==> src/rtl/lfsr.sv <==
`timescale 1ns/1ps
// ---------------------------------------------------------------------------
// lfsr -- parameterisable Fibonacci linear-feedback shift register.
//
// The register shifts toward the MSB on every enabled rising edge and
// inserts the feedback bit at bit 0. The feedback bit is the XOR of all
// state bits selected by TAPS.
//
// Parameters (positional order WIDTH, TAPS, SEED, e.g. #(3, 3'b101)):
//   WIDTH : register length, 2..32
//   TAPS  : WIDTH-bit feedback mask, bit i set -> state[i] feeds the XOR
//   SEED  : reset/reload value; an all-zero SEED is replaced by all-ones
//
// Ports:
//   clk      : in  - clock, rising edge active
//   reset    : in  - asynchronous reset, active low; loads the seed
//   enable   : in  - advance one step per rising edge while high
//   lfsr_out : out - current register state, straight from the flops
//
// Build option:
//   LFSR_LOCKUP_RECOVERY_EN - when defined, an all-zero state seen on an
//   enabled edge reloads the seed. When undefined, the all-zero state
//   persists until reset and no recovery logic exists.
// ---------------------------------------------------------------------------
module lfsr #(
    parameter int unsigned      WIDTH = 8,
    parameter logic [WIDTH-1:0] TAPS  = 8'hB8,
    parameter logic [WIDTH-1:0] SEED  = {WIDTH{1'b1}}
) (
    input  logic             clk,
    input  logic             reset,
    input  logic             enable,
    output logic [WIDTH-1:0] lfsr_out
);

    // An all-zero seed would lock the register up forever, so it is
    // replaced by all-ones at elaboration.
    localparam logic [WIDTH-1:0] EFF_SEED = (SEED == '0) ? '1 : SEED;

    // Reject configurations that cannot form a working register.
    generate
        if ((WIDTH < 2) || (WIDTH > 32)) begin : g_bad_width
            $error("lfsr: WIDTH=%0d is outside the legal range 2..32", WIDTH);
        end
        if (TAPS == '0) begin : g_bad_taps
            $error("lfsr: TAPS must select at least one feedback bit");
        end
    endgenerate

    logic [WIDTH-1:0] state;
    logic             fb;

    // Parity of the tapped bits.
    assign fb = ^(state & TAPS);

`ifdef LFSR_LOCKUP_RECOVERY_EN
    logic lockup;

    // Zero is a fixed point of XOR feedback; detecting it is the only way out.
    assign lockup = (state == '0);

    // NOTE: sequential state uses non-blocking assignments so every flop
    // samples the pre-edge value of state, whatever the statement order.
    always_ff @(posedge clk or negedge reset) begin
        if (!reset) begin
            state <= EFF_SEED;
        end else if (enable) begin
            if (lockup) begin
                state <= EFF_SEED;
            end else begin
                state <= {state[WIDTH-2:0], fb};
            end
        end
    end
`else
    // NOTE: sequential state uses non-blocking assignments so every flop
    // samples the pre-edge value of state, whatever the statement order.
    always_ff @(posedge clk or negedge reset) begin
        if (!reset) begin
            state <= EFF_SEED;
        end else if (enable) begin
            state <= {state[WIDTH-2:0], fb};
        end
    end
`endif

    // Output is the flop bank itself: no path from enable to lfsr_out.
    assign lfsr_out = state;

endmodule

==> config.mk <==
export PLATFORM = sky130hd
export DESIGN_NAME = lfsr
export DESIGN_NICKNAME = d
export VERILOG_FILES = /design/src/rtl/lfsr.sv
export SDC_FILE = /design/constraint.sdc
export NUM_CORES = 1
export LEC_CHECK = 0
export CAP_MARGIN = 20
export CORE_AREA = 4 4 41 43
export CTS_BUF_LIST = sky130_fd_sc_hd__clkbuf_8
export DETAILED_ROUTE_END_ITERATION = 8
export DIE_AREA = 0 0 45 47
export HOLD_SLACK_MARGIN = 0.02
export PLACE_DENSITY = 0.57
export SETUP_SLACK_MARGIN = 0.5
export SYNTH_ARGS = -nofsm -noshare
export SYNTH_HDL_FRONTEND = slang
export SYNTH_SLANG_ARGS = --single-unit
export TNS_END_PERCENT = 30
==> constraint.sdc <==
create_clock -name clk -period 1.2 [get_ports clk]
set_input_delay 0.36 -clock clk [delete_from_list [all_inputs] [get_ports clk]]
set_output_delay 0.36 -clock clk [all_outputs]
set_load 0.01 [all_outputs]
# After elaboration in Yosys (flattened, before gate mapping)
# Index checks and enable logic that the tools add are counted.
[word_totals] ff_bits=8 latch_bits=0 ramBits=0 romBits=0 inputBits=3 memories=0
[classes] addsub=0 mul=0 div_mod_pow=0 magnitude_cmp=0 n_eq_ne=0 shift=0 muxes=0 bitwise=0 reduce_logical=1
[ops] cell="8-bit parity" count=1

# Logic depth before layout (Yosys ltp)
[logic_depth] word_depth=1 mapped_depth=3

# Worst setup path after synthesis
# Ideal clock, no wire load.
[synth_timing] path_type="register -> register" startpoint="register state[3] (netlist: lfsr_out[3])" endpoint="register state[0] (netlist: lfsr_out[0])" setup_ps=73 arrival_ps=904 required_time_ps=1127 slack_ps=223 path_stages_with_launch=4 period_less_slack_ps=977 cell_sequence="dfstp_2 -> xnor2_1 -> xnor2_1 -> a21oi_1"
[synth_via] elab_chain_len=1
[synth_rtl] element="start: declaration" line_no="50" text="logic [WIDTH-1:0] state;"
[synth_rtl] element="start signal: assignment" line_no="82" text="state <= {state[WIDTH-2:0], fb};"
[synth_rtl] element="8-bit parity" line_no="54" text="assign fb = ^(state & TAPS);"
# Every way passes these cells.
# A chain may end at the register's enable or synchronous reset.

# Worst setup path in the final report
[layout_timing] startpoint="register state[6] (netlist: lfsr_out[6])" endpoint="output lfsr_out[6]"
[layout_rtl] element="end: declaration" line_no="33" text="output logic [WIDTH-1:0] lfsr_out"
# No word-level cell between the ends.

==> results.txt <==
For this run, the leading register cell type out of synthesis is sky130_fd_sc_hd__dfstp_2. The combinational share of power is 54.5%. Yosys attributes the largest share of cell area to sky130_fd_sc_hd__dfstp_2 (64%), sky130_fd_sc_hd__mux2_2 (24%), sky130_fd_sc_hd__xnor2_1 (8.0%). The number of nets in the synthesized netlist is 24. The source-to-sink clock delay at the later pin of the worst-skew pair is 220 ps. The critical path is of the reg2out type. The net switching power came out at 548.6 uW. The flip-flop count of the largest register after layout is 8. The pin count of the biggest net entering global routing is 9. The via count of the first global-routing pass is 265. The global router's overall resource usage came out at 7.974%.

The die boundary height came out at 47 um. 0 antenna diodes ended up in the layout. The post-route DRC violation count is 0. The initialized floorplan defines 13 standard-cell rows. The worst setup path is captured at an output pin. The share of the Yosys chip area taken by registers is 63.88%. The worst-path maximum fanout is 2.

The first-pass GRT wire length is 1159 um. The non-filler instance count after layout is 60. After global routing the overflow that remains totals 0. In this run the tool buffered the top-level ports with 10 buffer cells. The netlist area before placement is 329.1 um2. Setup repair after global routing could not meet its margin everywhere. The number of primary I/O pins came out at 11. The post-synthesis async set-or-reset flop share is 100.0%. The detailed router's first-iteration violation count came out at 2. The number of clock sinks seen by CTS is 8.

The H-tree depth reported by CTS came out at 1. The total wire length came out at 676 um. For this run, the number of Yosys warnings is 0. Dividing the detail-routed via count by the number of cells gives 4.067. The number of flip-flops and latches in the synthesized netlist came out at 8. The largest total area in the synthesized netlist belongs to sky130_fd_sc_hd__dfstp_2. The count of maximum capacitance violations is 0. The half-perimeter wire length of the detailed placement result came out at 497.2 um.

In the synthesized netlist, the number of instances is 21. Counting the buffers created by CTS gives 3. Clock skew on the completed layout was measured at 5.166 ps. For this configuration, the core starts out at a cell density of 25.29%.

The maximum vdd drop is 1.352 mV. The final max-slew violation count was 0. The share of synthesized area in the top cell type comes to 63.88%. The worst setup timing slack at the placement stage came out at -232.0 ps. The most numerous cell in the Yosys netlist is sky130_fd_sc_hd__dfstp_2. The max-slew headroom at the worst pin came out at 73.90%. The total die area came out at 2115 um2. The number of enable flip-flop cells after synthesis is 0. The count of TritonRoute iterations in the first routing pass is 2. The data arrival at the endpoint of the critical path came out at 860 ps. The clock-pin transition on the worst setup and hold timing paths came out at 40 ps. The internal portion of total power came out at 1481 uW. The proportion of layout cells with a drive suffix above 1 came out at 91.11%. The analysis attributes to cell leakage a power of 0.0002919 uW. The switching share of power came out at 27.03%. The number of instances in the placed design is 54. Together, buffers and inverters on the worst path number 1.

The power density normalized to cell area came out at 3238 nW/um2. TritonCTS built the clock tree. By count the netlist is led by sky130_fd_sc_hd__dfstp_2 (8), sky130_fd_sc_hd__mux2_2 (7), sky130_fd_sc_hd__xnor2_1 (3).

The standard cell core area came out at 1301 um2. The tree is rooted in a sky130_fd_sc_hd__clkbuf_8. The count of final hold-check violations was 0. The count of nets after finishing is 50. The x dimension of the die came out at 45 um.

The worst path uses 101.6% of the clock period. The wire length per cell after detailed routing is 11.27 um. The remaining antenna violation count after routing is 0. The final reports fail on negative setup slack.

The maximum cell stage delay along the critical path came out at 540 ps. The final setup violation count came out at 8. The family with the most delay on the worst path is flip-flops. The share of total power dissipated in the clock network is 15.5%. Data on the critical path is required at its endpoint by 840 ps.

The post-synthesis to final-layout area growth came out at 90.49%. The total number of vias came out at 244. The type of the tightest min-delay check is in2async. The maximum clock path buffer count came out at 2. The minimum setup slack among reg-to-reg paths is 90 ps. The total power draw came out at 2030 uW. Per report_power, the sequential group accounts for 30.0% of the total. STA classifies the critical path startpoint as a register. The standard cell with the maximum stage delay on the critical path is sky130_fd_sc_hd__dfstp_2. The run finished, with violations left. The transition time at the pin with the least slew margin came out at 391.5 ps.

The number of antenna violations at the first check in global routing is 0. At the end of routability-driven placement, the weighted congestion stood at 0.6625. The unique cell type count in the Yosys netlist came out at 6.

Walking the worst path, the cells encountered are buf_6. After synthesis, the mean cell area works out to 15.67 um2. Timing would allow up to 820.2 MHz. The final critical delay including setup and external delays is 1219 ps.

The setup slack after layout is -19.15 ps.
worst reg2reg max path, delay by kind of cell (launching register included):
family / cells / cell delay, ps
flip-flops: 1 / 540
AO/OA/AOI/OAI: 1 / 80
XOR/XNOR: 2 / 230
buffers and inverters: 2 / 190
final timing paths:
kind | start | to | cells past startpoint
max | lfsr_out[6] | lfsr_out[6] | 1
min | reset | lfsr_out[1] | 1
max reg2reg | lfsr_out[3] | lfsr_out[0] | 5
min reg2reg | lfsr_out[0] | lfsr_out[0] | 3
max in group asynchronous | reset | lfsr_out[2] | 1
min in group clk | enable | lfsr_out[4] | 2
timing repair:
action                                 4_1_cts  5_1_grt
setup endpoints to repair                   24       16
setup buffers                                1        2
pin swaps                                    3        3
hold buffers                                 0        0
endpoints found under the hold margin        0        0
resized for setup                           49        2
layout make-up:
type	instances	area (um2)
multi-input cells	12	143.9
repair buffers	22	212.7
clock buffers	3	41.29
well taps	15	18.77
fillers	134	674.4
flip-flops and latches	8	210.2
power by group through the flow:
stage	logic, uW	registers (uW)	clock network [uW]
5_1_grt	1180	632	344
6_report	1110	609	314
3_5_place_dp	972	581	0
2_1_floorplan	339	715	0
3_3_place_gp	965	575	0
4_1_cts	1050	610	323
placed cells by master (no fill, tap or decap):
cell type | synthesis | routed
sky130_fd_sc_hd__buf_2 | 1 | 1
sky130_fd_sc_hd__clkbuf_8 | 0 | 3
sky130_fd_sc_hd__xnor2_2 | 0 | 2
sky130_fd_sc_hd__nor2_1 | 1 | 1
sky130_fd_sc_hd__a21oi_1 | 1 | 1
sky130_fd_sc_hd__buf_4 | 0 | 7
sky130_fd_sc_hd__buf_6 | 0 | 13
sky130_fd_sc_hd__dfstp_2 | 8 | 8
sky130_fd_sc_hd__dlygate4sd2_1 | 0 | 1
sky130_fd_sc_hd__mux2_4 | 0 | 4
sky130_fd_sc_hd__xnor2_1 | 3 | 1
sky130_fd_sc_hd__mux2_2 | 7 | 3
cells by family after synthesis:
family	after synthesis	share of synthesized area, %
mux	7	23.96
compound gates	1	1.519
xor+xnor	3	7.986
simple gates	1	1.140
buf+inv	1	1.519
flops	8	63.88
layer usage:
metal | track usage (%) | part of all wire, % | vias up
met5 | 0 | 0 | -
met4 | 3.509 | 0.89 | 0
met3 | 4.215 | 9.2 | 2
met2 | 11.02 | 45 | 10
met1 | 10.28 | 45 | 112
li1 | - | - | 120
metrics by stage:
stage	cell area [um2]	setup TNS (ps)	hold slack, ps	util [%]
2_1_floorplan	370.4	0	212.2	-
3_3_place_gp	536.8	-2940	602.1	41.25
3_5_place_dp	536.8	-3106	601.5	41.25
4_1_cts	604.3	-128.8	454.2	46.44
5_1_grt	626.9	-285.6	466.4	48.17
6_report	626.9	-80.13	451.3	48.17
No activity file was read; power rests on OpenSTA's default activity.
